<file path="config.mk">
export PLATFORM = sky130hd
export DESIGN_NAME = tmds_soft_serializer
export DESIGN_NICKNAME = d
export VERILOG_FILES = /design/src/rtl/tmds_pkg.sv /design/src/rtl/sync_word_fifo.sv /design/src/rtl/tmds_soft_serializer.sv
export SDC_FILE = /design/constraint.sdc
export NUM_CORES = 1
export LEC_CHECK = 0
export ABC_AREA = 1
export CAP_MARGIN = 20
export CORE_ASPECT_RATIO = 0.6
export CORE_MARGIN = 4
export CORE_UTILIZATION = 45
export DETAILED_ROUTE_END_ITERATION = 10
export GPL_TIMING_DRIVEN = 0
export PLACE_DENSITY_LB_ADDON = 0.2
export SETUP_SLACK_MARGIN = 0.02
export SYNTH_ARGS = -nofsm -noshare
export SYNTH_HDL_FRONTEND = slang
export SYNTH_HIERARCHICAL = 1
export SYNTH_SLANG_ARGS = --single-unit
</file>
<file path="constraint.sdc">
create_clock -name clk_serial -period 3.45 [get_ports clk_serial]
set_input_delay 0.69 -clock clk_serial [delete_from_list [all_inputs] [get_ports clk_serial]]
set_output_delay 0.69 -clock clk_serial [all_outputs]
set_load 0.1 [all_outputs]
</file>
<file path="src/rtl/tmds_pkg.sv">
// Shared TMDS constants and serializer state type.
// Control symbols and the clock-lane pattern are the standard 10-bit TMDS code words.
package tmds_pkg;

  localparam int TMDS_WIDTH = 10;

  localparam logic [TMDS_WIDTH-1:0] TMDS_CTRL_00     = 10'b1101010100;
  localparam logic [TMDS_WIDTH-1:0] TMDS_CTRL_01     = 10'b0010101011;
  localparam logic [TMDS_WIDTH-1:0] TMDS_CTRL_10     = 10'b0101010100;
  localparam logic [TMDS_WIDTH-1:0] TMDS_CTRL_11     = 10'b1010101011;
  localparam logic [TMDS_WIDTH-1:0] TMDS_CLK_PATTERN = 10'b0000011111;

  typedef enum logic {
    STOP = 1'b0,
    RUN  = 1'b1
  } ser_state_t;

endpackage

</file>
<file path="src/rtl/sync_word_fifo.sv">
// Single-clock word FIFO with occupancy count; read data is the head word (show-ahead).
// Push when full and pop when empty are ignored.
module sync_word_fifo #(
  parameter int WIDTH = 40,
  parameter int DEPTH = 4,
  localparam int AW = $clog2(DEPTH),
  localparam int LW = AW + 1
) (
  input  logic             clk,
  input  logic             rst,
  input  logic             push,
  input  logic [WIDTH-1:0] wr_data,
  input  logic             pop,
  output logic [WIDTH-1:0] rd_data,
  output logic [LW-1:0]    level,
  output logic             full,
  output logic             empty
);

  logic [WIDTH-1:0] mem [DEPTH];
  logic [AW-1:0]    wr_ptr;
  logic [AW-1:0]    rd_ptr;
  logic             do_push;
  logic             do_pop;

  assign do_push = push && !full;
  assign do_pop  = pop && !empty;
  // DEPTH is a power of two, so the level MSB is set only when level == DEPTH.
  assign full    = level[AW];
  assign empty   = (level == '0);
  assign rd_data = mem[rd_ptr];

  always_ff @(posedge clk or posedge rst) begin
    if (rst) begin
      wr_ptr <= '0;
      rd_ptr <= '0;
      level  <= '0;
    end else begin
      if (do_push) wr_ptr <= wr_ptr + AW'(1);
      if (do_pop)  rd_ptr <= rd_ptr + AW'(1);
      case ({do_push, do_pop})
        2'b10:   level <= level + LW'(1);
        2'b01:   level <= level - LW'(1);
        default: level <= level;
      endcase
    end
  end

  always_ff @(posedge clk) begin
    if (do_push) mem[wr_ptr] <= wr_data;
  end

endmodule

</file>
<file path="src/rtl/tmds_soft_serializer.sv">
// Multi-lane parallel-to-serial stage in the serial clock domain: FIFO-buffered symbol words,
// shared bit counter, per-lane shift registers, idle insertion with a saturating underflow count.
module tmds_soft_serializer
  import tmds_pkg::*;
#(
  parameter int                              CHANNELS  = 4,
  parameter int                              WIDTH     = TMDS_WIDTH,
  parameter int                              DEPTH     = 4,
  parameter bit                              LSB_FIRST = 1'b1,
  parameter logic [CHANNELS*WIDTH-1:0]       IDLE_WORD = {TMDS_CLK_PATTERN, {3{TMDS_CTRL_00}}},
  parameter int                              UFLOW_W   = 16,
  localparam int                             CW        = CHANNELS * WIDTH,
  localparam int                             LW        = $clog2(DEPTH) + 1,
  localparam int                             BW        = $clog2(WIDTH)
) (
  input  logic                clk_serial,
  input  logic                rst,
  input  logic                enable,
  input  logic                in_valid,
  output logic                in_ready,
  input  logic [CW-1:0]       in_data,
  output logic [CHANNELS-1:0] ser_out,
  output logic                word_strobe,
  output logic [LW-1:0]       fifo_level,
  output logic [UFLOW_W-1:0]  underflow_cnt,
  output logic                running,
  output ser_state_t          state_dbg
);

  // Handshake: a word is accepted on any edge where in_valid && in_ready; in_ready depends
  // only on the registered FIFO level, never on in_valid.

  localparam logic [BW-1:0] LAST_BIT = BW'(WIDTH - 1);

  ser_state_t       state;
  ser_state_t       state_nxt;
  logic [BW-1:0]    bit_cnt;
  logic             fresh;
  logic             load_due;
  logic             load;
  logic             fifo_full;
  logic             fifo_empty;
  logic [CW-1:0]    fifo_head;
  logic [CW-1:0]    load_word;
  logic [WIDTH-1:0] lane_word [CHANNELS];
  logic [WIDTH-1:0] shreg     [CHANNELS];

  sync_word_fifo #(
    .WIDTH (CW),
    .DEPTH (DEPTH)
  ) u_fifo (
    .clk     (clk_serial),
    .rst     (rst),
    .push    (in_valid && in_ready),
    .wr_data (in_data),
    .pop     (load && !fifo_empty),
    .rd_data (fifo_head),
    .level   (fifo_level),
    .full    (fifo_full),
    .empty   (fifo_empty)
  );

  assign in_ready  = !fifo_full;
  assign running   = (state == RUN);
  assign state_dbg = state;
  assign load_word = fifo_empty ? IDLE_WORD : fifo_head;

  // fresh marks the first edge after entering RUN, which loads without waiting for the counter.
  assign load_due = fresh || (bit_cnt == LAST_BIT);

  always_comb begin
    state_nxt = state;
    load      = 1'b0;
    case (state)
      STOP: if (enable) state_nxt = RUN;
      RUN: begin
        if (load_due) begin
          if (enable) load = 1'b1;
          else        state_nxt = STOP;
        end
      end
      default: state_nxt = STOP;
    endcase
  end

  always_comb begin
    for (int k = 0; k < CHANNELS; k++) lane_word[k] = load_word[k*WIDTH +: WIDTH];
  end

  always_ff @(posedge clk_serial or posedge rst) begin
    if (rst) begin
      state         <= STOP;
      bit_cnt       <= '0;
      fresh         <= 1'b0;
      ser_out       <= '0;
      word_strobe   <= 1'b0;
      underflow_cnt <= '0;
      for (int k = 0; k < CHANNELS; k++) shreg[k] <= '0;
    end else begin
      state       <= state_nxt;
      word_strobe <= load;
      if (load) begin
        bit_cnt <= '0;
        fresh   <= 1'b0;
        for (int k = 0; k < CHANNELS; k++) begin
          if (LSB_FIRST) begin
            ser_out[k] <= lane_word[k][0];
            shreg[k]   <= lane_word[k] >> 1;
          end else begin
            ser_out[k] <= lane_word[k][WIDTH-1];
            shreg[k]   <= lane_word[k] << 1;
          end
        end
        if (fifo_empty && (underflow_cnt != '1)) underflow_cnt <= underflow_cnt + UFLOW_W'(1);
      end else if ((state == RUN) && (state_nxt == RUN)) begin
        bit_cnt <= bit_cnt + BW'(1);
        for (int k = 0; k < CHANNELS; k++) begin
          if (LSB_FIRST) begin
            ser_out[k] <= shreg[k][0];
            shreg[k]   <= shreg[k] >> 1;
          end else begin
            ser_out[k] <= shreg[k][WIDTH-1];
            shreg[k]   <= shreg[k] << 1;
          end
        end
      end else begin
        // Idle in STOP, or the stop edge that replaces a load: line held low.
        bit_cnt <= '0;
        ser_out <= '0;
        fresh   <= (state_nxt == RUN);
      end
    end
  end

endmodule

</file>
# Yosys cells after proc, flatten, opt, wreduce, memory -nomap -nowiden
# Memory sizes are Yosys's and may differ from the RTL's.
# Cells that the tools add are included.
[op_classes] bitwise_logic=1 n_mux=17 eq_ne=5 add_sub_neg=6 reduce_logical=13
[op_table] cell="40-bit 2-to-1 mux" n=3
[op_table] cell="16-bit by 1-bit adder with 16-bit output (second input constant)" n=1
[op_table] cell="4-bit 2-to-1 mux" n=4
[op_table] cell="16-bit != test (second input constant)" n=1
[op_table] cell="1-bit 2-to-1 mux" n=8
[op_table] cell="1-bit logical AND" n=6
[op_table] cell="3-bit case mux with 2 select lines" n=1
[op_table] cell="2-bit by 1-bit adder with 2-bit output (second input constant)" n=2
[op_table] cell="4-bit by 1-bit adder with 4-bit output (second input constant)" n=1
[op_table] cell="4-bit equality test (second input constant)" n=1
[op_table] cell="2-bit nonzero test" n=2
[op_table] cell="3-bit by 1-bit adder with 3-bit output (second input constant)" n=1
[op_table] cell="3-bit logical NOT" n=1
[op_table] cell="3-bit by 1-bit subtractor with 3-bit output (second input constant)" n=1
[op_table] cell="2-bit by 1-bit equality test with 1-bit output (second input constant)" n=1
[op_table] cell="2-bit equality test (second input constant)" n=1
[op_table] cell="1-bit logical NOT" n=2
[op_table] cell="2-bit != test (second input constant)" n=1
[op_table] cell="1-bit case mux with 2 select lines" n=1
[op_table] cell="2-bit AND reduction" n=1
[op_table] cell="1-bit logical OR" n=1
[op_table] cell="1-bit NOT" n=1
[word_totals] out_inout_bits=27 elab_cells=56 ram_bits=160 memories=1 register_bits=74
[mem_list] memory="u_fifo.mem" words=4 word_bits=40 rd=1 rd_clocked_by_memory_dff=0 wr=1 line="sync_word_fifo.sv:20" source="logic [WIDTH-1:0] mem [DEPTH];"

# Longest topological paths before layout
# Gate-level depths: netlist of the first run.
[depth] word_depth=8 ltp_mapped=17

# Modules after synthesis
# Netlist of the first run, hierarchy kept.
[by_module_without_submodules] module="sync_word_fifo" area_per_inst_um2=6894.1 cells_each=525 n_inst=1
[by_module_without_submodules] module="tmds_soft_serializer" area_per_inst_um2=3375.7 cells_each=470 n_inst=1

# Least setup slack after synthesis of the first run
# Ideal clock, no wire load.
[synth_path] kind="input -> register" from="in in_valid" to="mem u_fifo.mem[0][0], enable pin" setup_ns=0.438 n_path_buf=0 slack_ns=0.348 arrival_ns=2.665 cell_stages=4 required_ns=3.012 cell_sequence="inv_1 nor2_1 nand2_1 nor2_1"
[synth_between] elab_chain_len=4
[synth_rtl] element="from (decl)" line="tmds_soft_serializer.sv:19" source="input logic in_valid,"
[synth_rtl] element="1-bit logical AND" line="tmds_soft_serializer.sv:54" source=".push (in_valid && in_ready),"
[synth_rtl] element="1-bit logical AND" line="sync_word_fifo.sv:26" source="assign do_push = push && !full;"
[synth_rtl] element="1-bit 2-to-1 mux" line="sync_word_fifo.sv:50" source="if (do_push) mem[wr_ptr] <= wr_data;"
[synth_rtl] element="1-bit 2-to-1 mux (implied by the code)" line="sync_word_fifo.sv:50"
[synth_rtl] element="to (decl)" line="sync_word_fifo.sv:20"
# No other way between the ends.

# Worst setup path in the final report of the first run
[layout_path] from="reg state (netlist: running)" to="out state_dbg"
[layout_lines] element="from (decl)" line="tmds_soft_serializer.sv:35" source="ser_state_t state;"
[layout_lines] element="from (signal assigned)" line="tmds_soft_serializer.sv:100" source="state <= state_nxt;"
[layout_lines] element="to (decl)" line="tmds_soft_serializer.sv:27" source="output ser_state_t state_dbg"
# No word-level cell between the ends.

==> results.json, run 1 <==
{
  "tritoncts": "yes",
  "routedWlPerCell_um": 16.2,
  "met3_length_um": 1370,
  "first_pass_iters": 5,
  "rsz0062_at_grt": "no",
  "path_buf_inv": 2,
  "switching_share": 0.367,
  "layout.cells.non_filler": 1420,
  "grt_pass1_vias": 6538,
  "postCtsSetupBuffers": 0,
  "multi_input_area_um2": 2870,
  "top_layer": "met4",
  "antenna_found_initial": 0,
  "seq_area_um2": 6560,
  "switchingPower_w": 0.00342,
  "wirelength_um": 23000,
  "synth_edf_count": 160,
  "dp_cells": 1378,
  "remaining_drc_errors": 0,
  "via_per_inst": 4.89,
  "required_ns": 2.76,
  "synth_cell_type_count": 30,
  "critical_path_depth": 2,
  "crit_family": "buffers and inverters",
  "total_power_w": 0.00932,
  "grt_overflow": 0,
  "fillers": 1941,
  "globalplace.congestion": 0.812,
  "postRouteAntennaNets": 0,
  "start_util": 0.462,
  "worst_pin_slew_ns": 0.981,
  "path_clk_slew_ns": 0.06,
  "dr.first_iter.drc_count": 549,
  "p_comb_frac": 0.336,
  "fp-row-count": 42,
  "clock_path_buffers": 3,
  "dpl.hpwl_um": 15400,
  "crit_fanout": 9,
  "synth_top_area_frac": 0.468,
  "ioPinCount": 71,
  "dr_wl_met2_um": 9400,
  "die_y_um": 125,
  "cts_buffers": 23,
  "die-area_um2": 25400,
  "path_class": "reg -> out",
  "synthCells": 995,
  "crit_path_end_kind": "primary output",
  "min_path_type": "reg -> reg",
  "fmax_ghz": 0.326,
  "area_growth_pct": 19.2,
  "synth.most_common_cell": "nand2_1",
  "fin_crit_ns": 3.07,
  "synth_area_leader_cell": "edfxtp_1",
  "diodes": 0,
  "drive_above_1_share": 0.110,
  "async_reset_ff_frac": 0.304,
  "cts-root-buf": "clkbuf_16",
  "finalHoldViolCount": 0,
  "status": "finished clean",
  "synth_ff_type": "edfxtp_1",
  "ctsResizeCount": 0,
  "synthTopCellsByArea": "edfxtp_1 47%, dfrtp_1 17%, nand2_1 13%",
  "hold_buffers": 0,
  "yosys_warnings": 6,
  "clock_sinks": 230,
  "finalCritPeriodShare": 0.889,
  "syn_nets": 1048,
  "r2r_cells": 14,
  "ir_drop_mv": 0.395,
  "grt_pass1_wl_um": 36800,
  "htreeDepth": 1,
  "min_path_cells": 2,
  "vias": 6947,
  "synth_common_cells": "365 x nand2_1, 160 x edfxtp_1, 144 x inv_1",
  "finalSetupViolCount": 0,
  "die_w_um": 203,
  "hold_ws_ns": 0.478,
  "wl_met1_um": 11900,
  "powerDensity_nw_per_um2": 761,
  "insertion_delay_ns": 0.51,
  "worstPathCellList": "buf_4 -> clkdlybuf4s50_1",
  "drv_slew": 0,
  "slew_headroom": 0.344,
  "fin_worst_skew_ns": 0.0132,
  "clock_power_share": 0.267,
  "p_leak_nw": 5.41,
  "drv_cap": 0,
  "start_kind": "flop",
  "portBuffers": 70,
  "core_area_um2": 22200,
  "syn_area_um2": 10300,
  "seq_area_frac_synth": 0.638,
  "grt_start_max_net_pins": 40,
  "nets": 1148,
  "internal-power_w": 0.00590,
  "ys_ff_latch": 230,
  "seq_power_share": 0.397,
  "slowest_delay_ns": 1.12,
  "crit_slowest_cell": "clkdlybuf4s50_1",
  "syn_avg_cell_area_um2": 10.3,
  "cp_data_arrival_time_ns": 2.38,
  "grt_usage": 0.182
}
layer usage:
| layer | vias to the layer above | global-route usage |
|---|---|---|
| met1 | 3327 | 0.304 |
| met4 | 0 | 0.0333 |
| met2 | 164 | 0.252 |
| li1 | 3430 | - |
| met5 | - | 0 |
| met3 | 26 | 0.0277 |
per-stage QoR:
step | util | setup WS [ns] | setup TNS (ns) | instance area, um^2
after floorplan | - | 0.348 | 0 | 10300
after global placement | 0.511 | -1.73 | -256.90 | 11400
after detailed placement | 0.517 | 0.373 | 0 | 11500
after CTS | 0.551 | 0.350 | 0 | 12200
after global routing | 0.551 | 0.274 | 0 | 12200
final | 0.551 | 0.383 | 0 | 12200
worst register-to-register path, delay by kind of cell (launching register included):
family                     cells  cell delay, ns
and+or+nand+nor                7            0.80
adders and majority gates      2            0.54
buffers and inverters          5            0.65
DFF                            1            0.43
cell usage in the layout, fill, tap and decap left out, types with 6 or more instances in the layout:
| master | Yosys | layout |
|---|---|---|
| nand2_1 | 365 | 365 |
| edfxtp_1 | 160 | 160 |
| inv_1 | 144 | 143 |
| dfrtp_1 | 70 | 70 |
| clkdlybuf4s50_1 | 0 | 70 |
| o211ai_1 | 61 | 61 |
| nand3_1 | 31 | 31 |
| clkbuf_16 | 0 | 23 |
| o21ai_0 | 22 | 22 |
| buf_2 | 21 | 21 |
| nor2_1 | 24 | 20 |
| o211ai_2 | 19 | 19 |
| clkbuf_1 | 6 | 12 |
| buf_6 | 12 | 12 |
| inv_2 | 7 | 8 |
| ha_1 | 8 | 8 |
| xnor2_1 | 6 | 6 |
| nand4_1 | 6 | 6 |
| nor2_4 | 2 | 6 |
power groups by stage:
stage | Combinational (W) | Sequential, W | Clock, W
global route | 0.00344 | 0.00375 | 0.00270
global placement | 0.00301 | 0.00377 | 0
floorplan | 0.00186 | 0.00403 | 0
detailed placement | 0.00313 | 0.00375 | 0
finish | 0.00313 | 0.00370 | 0.00249
CTS | 0.00314 | 0.00370 | 0.00256
final timing paths:
path / start / end / slack, ns
max: running / state_dbg / 0.38
min: shreg[34] / shreg[34] / 0.48
max reg2reg: u_fifo/level[2] / u_fifo/level[2] / 0.94
min reg2reg: shreg[34] / shreg[34] / 0.48
max in group asynchronous: rst / shreg[1] / 2.05
min in group asynchronous: rst / u_fifo/wr_ptr[1] / 0.53
cell type report:
type | instances | area share
well taps | 308 | 0.0315
repair buffers | 75 | 0.0654
plain buffers | 44 | 0.0245
inverters | 153 | 0.0469
clock inverters | 9 | 0.00838
multi-input cells | 568 | 0.234
clock buffers | 33 | 0.0534
flip-flops and latches | 230 | 0.536
registers in the layout, summed over array words and instances (netlist names), 2 cells and up:
signal / flops
u_fifo/wr_ptr: 2
ser_out: 4
underflow_cnt: 16
bit_cnt: 4
u_fifo/mem: 160
u_fifo/level: 3
u_fifo/rd_ptr: 2
shreg: 36
cells by family after synthesis:
kind of cell | after synthesis | synth area share
simple gates | 439 | 0.172
flops | 230 | 0.638
buf+inv | 197 | 0.0852
compound gates | 109 | 0.0830
xor+xnor | 11 | 0.00938
fa+ha+maj | 9 | 0.0117
Note: power is estimated with default switching activity, not from simulation.
==> run 2: changes to the inputs <==
SKIP_LAST_GASP = 1   (was not set)
==> results of run 2 <==
No change in the layout: final DEF, timing and power equal those of run 1.
==> edit, RTL diff (settings of run 1) <==
Change the parameter `UFLOW_W` from 16 to 12.
--- a/src/rtl/tmds_soft_serializer.sv
+++ b/src/rtl/tmds_soft_serializer.sv
@@ -10,3 +10,3 @@
   parameter logic [CHANNELS*WIDTH-1:0]       IDLE_WORD = {TMDS_CLK_PATTERN, {3{TMDS_CTRL_00}}},
-  parameter int                              UFLOW_W   = 16,
+  parameter int                              UFLOW_W   = 12,
   localparam int                             CW        = CHANNELS * WIDTH,
Interface: changed (resized underflow_cnt); port bits go from 71 to 67. No check against the original RTL was run, so the function may have changed too.
==> edit against run 1 <==
Cell area fell by 0.81%; sequential cell count fell by 4; wire length rose by 0.33%; clock skew shrank 0.0022 ns; area after synthesis shrank 0.56%; first-iteration DRC count fell by 3.6%; cell count shrank 0.85%; worst setup slack improved by 0.21 ns; power grew 0.93%; die area fell by 0.53%; highest routed layer is now met5.
==> edit: results (changes against run 1) <==
metric,value,unit,change
dp_hpwl,15830,um,+2.7%
r2r_slack,0.81,ns,-0.13 ns
gr-usage-all-layers,17.89,%,-0.31 points
fillCellCount,1992,,+2.6%
drive_gt1_share,12.55,%,+1.6 points
dr_total_vias,6976,,+0.42%
place_congestion,0.8591,,+5.8%
reg_top3,"u_fifo/mem (160), shreg (36), underflow_cnt (12)",,
relSlewSlack,34.99,%,+0.60 points
yosys-top-cells-area,"edfxtp_1, dfrtp_1, nand2_1, o211ai_1, inv_1",,
drt_iter0_drc,529,,-3.6%
yosys.area_share.adder,1.176,%,+0.0066 points
synth_xor_area_share,0.6861,%,-0.25 points
route.detailed.wl_per_inst,16.40,um,+1.2%
async_flop_share,29.20,%,-1.2 points
place_area,11420,um2,-0.54%
cts_root_buffer,clkbuf_16,,
outcome,"finished, final reports clean",,
leakage,0.005382,uW,-0.44%
whs,0.4082,ns,-0.06999 ns
syn_nets,1041,,-0.67%
comb_power,3350,uW,+7.0%
cp_data_arrival_time,2.17,ns,-0.21 ns
critPathMaxFanout,5,,-4
synth.distinct_cells,28,,-6.7%
hp-class,in -> async,,
ys_seq_area_share,63.22,%,-0.62 points
ir_worst_vdd,0.0003854,V,-2.5%
grt_pass1_wl,36070,um,-2.1%
place_ws,0.2829,ns,-0.08992 ns
port_buffers,66,,-5.7%
synth-compound-area-share,7.204,%,-1.1 points
p_comb_share,35.7,%,+2.1 points
grt_pass1_vias,6480,,-0.89%
p_int,5893,uW,-0.14%
fmaxAchievable,350.0,MHz,+7.4%
antenna_found_initial,1,,+1
synth_commonest_cells,"nand2_1, edfxtp_1, inv_1",,
pg_seq,3650,uW,-1%
-- edit: through the flow --
stage               cells  TNS [ns]
floorplan             988         0
global placement     1362   -257.12
detailed placement   1368         0
CTS                  1408         0
global route         1408         0
finish               1408         0
-- edit: metal layers --
layer / vias to the layer above / track usage [%] / part of all wire (%)
met1: 3316 / 28.94 / 51
met3: 34 / 3.331 / 6.3
met4: 2 / 3.032 / 1.6
met2: 188 / 25.32 / 41
met5: - / 0 / 0.043
li1: 3436 / - / -
-- edit: final cells by class --
cell class | count | area, um2 | area share [%]
repair buffers | 72 | 795.8 | 6.553
flip-flops and latches | 226 | 6456 | 53.17
multi-input cells | 591 | 2999 | 24.70
well taps | 308 | 385.4 | 3.174
inverters | 123 | 461.7 | 3.802
plain buffers | 48 | 325.3 | 2.679
clock inverters | 14 | 122.6 | 1.010
clock buffers | 26 | 596.8 | 4.915
-- edit: worst max-delay path: stages, from the launching register on --
cell	delay [ns]
dfrtp_1	0.42
buf_4	0.13
clkdlybuf4s50_1	1.11
